### config.mk
export PLATFORM = sky130hd
export DESIGN_NAME = frame_encoder_flat
export DESIGN_NICKNAME = d
export VERILOG_FILES = /design/src/rtl/frame_encoder_if.sv /design/src/rtl/frame_encoder.sv /design/src/flat_wrapper.sv
export SDC_FILE = /design/constraint.sdc
export NUM_CORES = 1
export LEC_CHECK = 0
export CELL_PAD_IN_SITES_DETAIL_PLACEMENT = 1
export CELL_PAD_IN_SITES_GLOBAL_PLACEMENT = 2
export CORE_ASPECT_RATIO = 0.9
export CORE_MARGIN = 10
export CORE_UTILIZATION = 35
export CTS_CLUSTER_DIAMETER = 40
export CTS_CLUSTER_SIZE = 24
export DETAILED_ROUTE_END_ITERATION = 7
export MAX_ROUTING_LAYER = met4
export PLACE_DENSITY = 0.8
export SYNTH_ARGS = -nofsm -noshare
export SYNTH_HDL_FRONTEND = slang
export SYNTH_SLANG_ARGS = --single-unit
### constraint.sdc
create_clock -name clk -period 2 [get_ports clk]
set_clock_uncertainty 0.1 [all_clocks]
set_input_delay 0.4 -clock clk [delete_from_list [all_inputs] [get_ports clk]]
set_output_delay 0.4 -clock clk [all_outputs]
set_load 0.05 [all_outputs]
### src/rtl/frame_encoder_if.sv
// Byte-side handshake and bit-side encoder signals for frame_encoder.
// The slave modport is the encoder; the master modport is the byte source plus bit_encoder.
interface frame_encoder_if;
  logic       in_valid;
  logic [7:0] in_data;
  logic [2:0] in_bits;
  logic       in_last;
  logic       in_ready;
  logic       out_en;
  logic       out_data;
  logic       out_data_valid;
  logic       out_req;
  logic       last_tick;
  logic       underflow;

  modport master (
    output in_valid, in_data, in_bits, in_last, out_req, last_tick,
    input  in_ready, out_en, out_data, out_data_valid, underflow
  );

  modport slave (
    input  in_valid, in_data, in_bits, in_last, out_req, last_tick,
    output in_ready, out_en, out_data, out_data_valid, underflow
  );
endinterface

### src/rtl/frame_encoder.sv
// Serialises bytes into a frame: SOC, LSB-first data, odd parity per full byte, EOC.
// One shift register plus one holding register; bits advance on out_req from bit_encoder.
module frame_encoder (
  input  logic           clk,
  input  logic           rst_n,
  frame_encoder_if.slave bus
);
  typedef enum logic [2:0] {IDLE, SOC, DATA, PARITY, WAIT_END} state_t;

  state_t     state, state_n;
  logic [7:0] shift_q, shift_n;
  logic [3:0] cnt_q, cnt_n;
  logic       par_q, par_n, last_q, last_n, part_q, part_n;
  logic [7:0] hold_data_q, hold_data_n;
  logic [2:0] hold_bits_q, hold_bits_n;
  logic       hold_last_q, hold_last_n, hold_full_q, hold_full_n;
  logic       od_q, od_n, odv_q, odv_n, en_q, en_n, uf_q, uf_n;

  logic       xfer;
  logic       ld_avail, ld_last, ld_part;
  logic [7:0] ld_data;
  logic [2:0] ld_bits;
  logic [3:0] ld_cnt;

  assign bus.in_ready       = rst_n && !hold_full_q && (state != WAIT_END);
  assign bus.out_en         = en_q;
  assign bus.out_data       = od_q;
  assign bus.out_data_valid = odv_q;
  assign bus.underflow      = uf_q;

  assign xfer = bus.in_valid && bus.in_ready;

  // Next byte for a shift-register load: the holding register if full, else a same-tick transfer
  assign ld_avail = hold_full_q || xfer;
  assign ld_data  = hold_full_q ? hold_data_q : bus.in_data;
  assign ld_bits  = hold_full_q ? hold_bits_q : bus.in_bits;
  assign ld_last  = hold_full_q ? hold_last_q : bus.in_last;
  assign ld_part  = ld_last && (ld_bits != 3'd0);
  assign ld_cnt   = ld_part ? {1'b0, ld_bits} : 4'd8;

  always_comb begin
    state_n     = state;
    shift_n     = shift_q;
    cnt_n       = cnt_q;
    par_n       = par_q;
    last_n      = last_q;
    part_n      = part_q;
    hold_data_n = hold_data_q;
    hold_bits_n = hold_bits_q;
    hold_last_n = hold_last_q;
    hold_full_n = hold_full_q;
    od_n        = od_q;
    odv_n       = odv_q;
    en_n        = en_q;
    uf_n        = 1'b0;

    if (xfer && state != IDLE) begin
      hold_data_n = bus.in_data;
      hold_bits_n = bus.in_bits;
      hold_last_n = bus.in_last;
      hold_full_n = 1'b1;
    end

    case (state)
      IDLE: begin
        if (ld_avail) begin
          shift_n     = ld_data;
          cnt_n       = ld_cnt;
          par_n       = ~^ld_data;
          last_n      = ld_last;
          part_n      = ld_part;
          hold_full_n = 1'b0;
          od_n        = 1'b1;
          odv_n       = 1'b1;
          state_n     = SOC;
        end
      end
      SOC: begin
        en_n = 1'b1;
        if (bus.out_req) begin
          od_n    = shift_q[0];
          state_n = DATA;
        end
      end
      DATA: begin
        if (bus.out_req) begin
          if (cnt_q == 4'd1) begin
            if (part_q) begin
              od_n    = 1'b0;
              odv_n   = 1'b0;
              state_n = WAIT_END;
            end else begin
              od_n    = par_q;
              state_n = PARITY;
            end
          end else begin
            shift_n = shift_q >> 1;
            od_n    = shift_q[1];
            cnt_n   = cnt_q - 4'd1;
          end
        end
      end
      PARITY: begin
        if (bus.out_req) begin
          if (!last_q && ld_avail) begin
            shift_n     = ld_data;
            cnt_n       = ld_cnt;
            par_n       = ~^ld_data;
            last_n      = ld_last;
            part_n      = ld_part;
            hold_full_n = 1'b0;
            od_n        = ld_data[0];
            state_n     = DATA;
          end else begin
            uf_n    = !last_q;
            od_n    = 1'b0;
            odv_n   = 1'b0;
            state_n = WAIT_END;
          end
        end
      end
      WAIT_END: begin
        if (bus.last_tick) begin
          en_n    = 1'b0;
          state_n = IDLE;
        end
      end
      default: state_n = IDLE;
    endcase
  end

  always_ff @(posedge clk or negedge rst_n) begin
    if (!rst_n) begin
      state       <= IDLE;
      shift_q     <= '0;
      cnt_q       <= '0;
      par_q       <= 1'b0;
      last_q      <= 1'b0;
      part_q      <= 1'b0;
      hold_data_q <= '0;
      hold_bits_q <= '0;
      hold_last_q <= 1'b0;
      hold_full_q <= 1'b0;
      od_q        <= 1'b0;
      odv_q       <= 1'b0;
      en_q        <= 1'b0;
      uf_q        <= 1'b0;
    end else begin
      state       <= state_n;
      shift_q     <= shift_n;
      cnt_q       <= cnt_n;
      par_q       <= par_n;
      last_q      <= last_n;
      part_q      <= part_n;
      hold_data_q <= hold_data_n;
      hold_bits_q <= hold_bits_n;
      hold_last_q <= hold_last_n;
      hold_full_q <= hold_full_n;
      od_q        <= od_n;
      odv_q       <= odv_n;
      en_q        <= en_n;
      uf_q        <= uf_n;
    end
  end
endmodule

### src/flat_wrapper.sv
// flat-port wrapper written by rule: the top's interface ports become plain ports
module frame_encoder_flat 
  (clk, rst_n, bus_in_valid, bus_in_data, bus_in_bits, bus_in_last, bus_out_req, bus_last_tick, bus_in_ready, bus_out_en, bus_out_data, bus_out_data_valid, bus_underflow);
  frame_encoder_if bus_i ();
  input  logic clk;
  input  logic rst_n;
  input wire logic [$bits(bus_i.in_valid)-1:0] bus_in_valid;
  input wire logic [$bits(bus_i.in_data)-1:0] bus_in_data;
  input wire logic [$bits(bus_i.in_bits)-1:0] bus_in_bits;
  input wire logic [$bits(bus_i.in_last)-1:0] bus_in_last;
  input wire logic [$bits(bus_i.out_req)-1:0] bus_out_req;
  input wire logic [$bits(bus_i.last_tick)-1:0] bus_last_tick;
  output wire logic [$bits(bus_i.in_ready)-1:0] bus_in_ready;
  output wire logic [$bits(bus_i.out_en)-1:0] bus_out_en;
  output wire logic [$bits(bus_i.out_data)-1:0] bus_out_data;
  output wire logic [$bits(bus_i.out_data_valid)-1:0] bus_out_data_valid;
  output wire logic [$bits(bus_i.underflow)-1:0] bus_underflow;
  assign bus_i.in_valid = bus_in_valid;
  assign bus_i.in_data = bus_in_data;
  assign bus_i.in_bits = bus_in_bits;
  assign bus_i.in_last = bus_in_last;
  assign bus_i.out_req = bus_out_req;
  assign bus_i.last_tick = bus_last_tick;
  assign bus_in_ready = bus_i.in_ready;
  assign bus_out_en = bus_i.out_en;
  assign bus_out_data = bus_i.out_data;
  assign bus_out_data_valid = bus_i.out_data_valid;
  assign bus_underflow = bus_i.underflow;
  frame_encoder u_core (.clk(clk), .rst_n(rst_n), .bus(bus_i));
endmodule
==> flow_summary.yaml <==
outcome:
  run_status: "completed"
drt:
  top_layer_used: "met4"
  drc: 0
  routedLengthMet1_um: 2580
  viasPerCell: 5.09
  num_vias: 1567
  wl_met3_um: 158
  wire_per_inst_um: 16.7
  postRouteAntennaNets: 0
  drtIter0Drc: 64
  drt-pass1-iter-count: 4
  finalWirelength_um: 5140
  wl_met2_um: 2380
synth:
  synth_compound_area_frac: 0.161
  yosys.area_share.xor_xnor: 0.0318
  syn_area_per_cell_um2: 10.1
  yosys-top-cells-area: "dfrtp_1, mux2_2, mux2i_1, o21ai_0, a21oi_1"
  netlist_area_um2: 1930
  synth-main-ff-cell: "dfrtp_1"
  synth_edf_count: 0
  yosys.area_share.simple: 0.135
  yosys.area.top_type: "dfrtp_1"
  synth_top_area_share: 0.455
  synthAdderAreaFrac: 0.0130
  yosys.cell_types.count: 41
  yosys_warnings: 0
  yosysMostFrequentCell: "dfrtp_1"
  synth_top_family_by_area: "compound AO/OA/AOI/OAI gates"
  synthMuxAreaShare: 0.160
  synthesis.nets: 210
  ys_ff_latch: 35
  synthTopCellsByCount: "dfrtp_1, o21ai_0, nor2_1, a21oi_1"
  synth-async-reset-ratio: 1.00
  seq_area_frac_synth: 0.455
  syn_inst: 191
timing:
  hold_viol: 0
  worstMarginPinSlew_ns: 0.553
  relSlewSlack: 0.630
  finalCritPeriodShare: 0.994
  period_needed_ns: 1.99
  fmax_mhz: 503
  tns_ns: 0
  fin_ws_ns: 0.0125
  rsz0062_at_grt: "yes"
  setup_viol: 0
  finalMaxSlewViolations: 0
clocking:
  cts_buffer_depth: 2
  cts_tree: "done"
  cts_made_buffers: 5
  cts.sinks: 35
  htree_levels: 2
  clock_latency_ns: 0.29
  cts_root_buffer: "clkbuf_8"
  cts.clk_slew.worst_paths_ns: 0.08
critical_path:
  cp_max_fo: 4
  critPathBufInv: 1
  critPathCaptureType: "primary output"
  start_kind: "flop"
  ff2ff_path_depth: 7
  slowest_delay_ns: 0.44
  r2r-end: "u_core.cnt_q[3]"
  criticalPathCategory: "flop to primary output"
  path_cells: "or3b_4 > and3b_2 > buf_12"
  path_delay_family: "simple AND/OR/NAND/NOR gates"
  crit_slowest_cell: "dfrtp_2"
  worstReg2RegStart: "u_core.state[0]"
  ff2ff_setup_slack_ns: 0.06
  required_ns: 1.50
  critPathArrivalTime_ns: 1.49
power_and_ir_drop:
  p_seq_frac: 0.296
  combPwrFrac: 0.591
  p_sw_frac: 0.409
  p_sw_mw: 1.83
  powerDensity_nw_per_um2: 1730
  ir_drop_v: 0.000796
  p_int_mw: 2.64
  p_clk_frac: 0.113
  leakage_nw: 1.11
placed_design:
  post_dp_cell_area_um2: 2390
  dp_hpwl_um: 3790
  place_ws_ns: -0.256
  dp.cells: 293
  gp_congestion: 0.914
  place.port_buffers: 21
layout:
  final_cell_area_um2: 2580
  regArea_um2: 881
  instances_no_fill: 308
  drive_above_1_share: 0.332
  syn_to_final_growth_pct: 34.0
  fin_nets: 259
  multi_input_area_um2: 1010
  insertedDiodeCount: 0
  fillers: 582
die:
  fp.dieH_um: 90.4
  num_rows: 25
  fp.coreArea_um2: 5290
  die_w_um: 98.2
  dieArea_um2: 8880
  num_io_pins: 22
  initial_core_util: 0.364
global_route:
  grt_overflow_total: 0
  grt_pass1_vias: 1788
  grt_max_degree: 25
  grt_pass1_wl_um: 8950
  antenna_found_initial: 0
  grtUsageTotal: 0.124
job:
  maxCapViolations: 0
min_path:
  hold_path.class: "primary input to async pin"
[per-layer routing]
metal	GRT usage	vias to the layer above
met5	-	-
met4	0.0322	0
met3	0.0306	2
met2	0.190	21
met1	0.158	773
li1	-	771
[power groups by stage]
stage	Clock [mW]	Combinational (mW)	Sequential [mW]
after global placement	0	2.36	1.31
final	0.505	2.64	1.32
after CTS	0.519	2.57	1.31
after detailed placement	0	2.46	1.33
after floorplan	0	1.58	1.31
after global routing	0.553	2.93	1.38
[worst max-delay path by stage]
stage                     from         endpoint  slack [ns]  cells past startpoint
3_5_place_dp      bus_in_valid  u_core.state[0]       -0.26                      5
5_1_grt        u_core.state[1]     bus_in_ready       -0.02                      3
3_3_place_gp      bus_in_valid  u_core.state[0]       -0.20                      5
6_report       u_core.state[1]     bus_in_ready        0.01                      3
2_1_floorplan  u_core.state[2]  u_core.state[0]        0.12                      6
4_1_cts        u_core.state[1]     bus_in_ready       -0.01                      3
[placed cells by master (no fill, tap or decap), types with 2 or more instances in the layout]
cell type / n
buf_12: 5
inv_1: 5
buf_4: 31
mux2_2: 14
ha_1: 2
clkdlybuf4s50_1: 15
nor2_1: 16
o21ai_0: 14
or2_2: 3
nand2b_1: 3
o21ai_1: 5
mux2i_1: 13
clkinv_2: 3
xnor2_1: 6
nor3_1: 7
clkbuf_8: 5
dfrtp_1: 31
o22a_1: 2
dfrtp_2: 4
nand2_1: 14
a21oi_1: 15
[cells by family after synthesis]
group,count (synthesis)
AND/OR/NAND/NOR,53
AO/OA/AOI/OAI,48
flip-flops,35
multiplexers,29
buffers and inverters,17
XOR/XNOR,7
adder cells (fa/ha/maj),2
[registers in the layout, indices dropped and copies added, names as in the netlist, 3 cells and up]
name / cells
u_core.state: 3
u_core.hold_bits_q: 3
u_core.shift_q: 8
u_core.cnt_q: 4
u_core.hold_data_q: 8
[layout make-up]
| type | count | share of cell area |
|---|---|---|
| clock inverters | 3 | 0.00582 |
| clock buffers | 5 | 0.0267 |
| flip-flops and latches | 35 | 0.341 |
| well taps | 67 | 0.0325 |
| inverters | 6 | 0.00873 |
| repair buffers | 53 | 0.193 |
| multi-input cells | 139 | 0.392 |
[per-stage QoR]
stage	total power [mW]	utilization	hold slack [ns]
finish	4.47	0.488	0.223
global route	4.86	0.488	0.254
CTS	4.39	0.478	0.188
detailed placement	3.79	0.452	0.296
global placement	3.67	0.452	0.280
floorplan	2.89	-	0.00441
[what timing repair did]
action	4_1_cts	5_1_grt
hold buffers	1	0
cloned	0	0
pin swaps	1	3
resized for setup	4	13
endpoints found under the setup margin	2	16
hold endpoints to repair	11	0
buffers inserted	5	1
[worst reg2reg max path: cells and delay by family, from the launching register on]
| family | cells | cell delay, ns |
|---|---|---|
| AOI/OAI and AO/OA | 4 | 0.62 |
| buffers and inverters | 2 | 0.32 |
| DFF | 1 | 0.44 |
| and+or+nand+nor | 1 | 0.33 |
No activity file was read; power rests on OpenSTA's default activity.
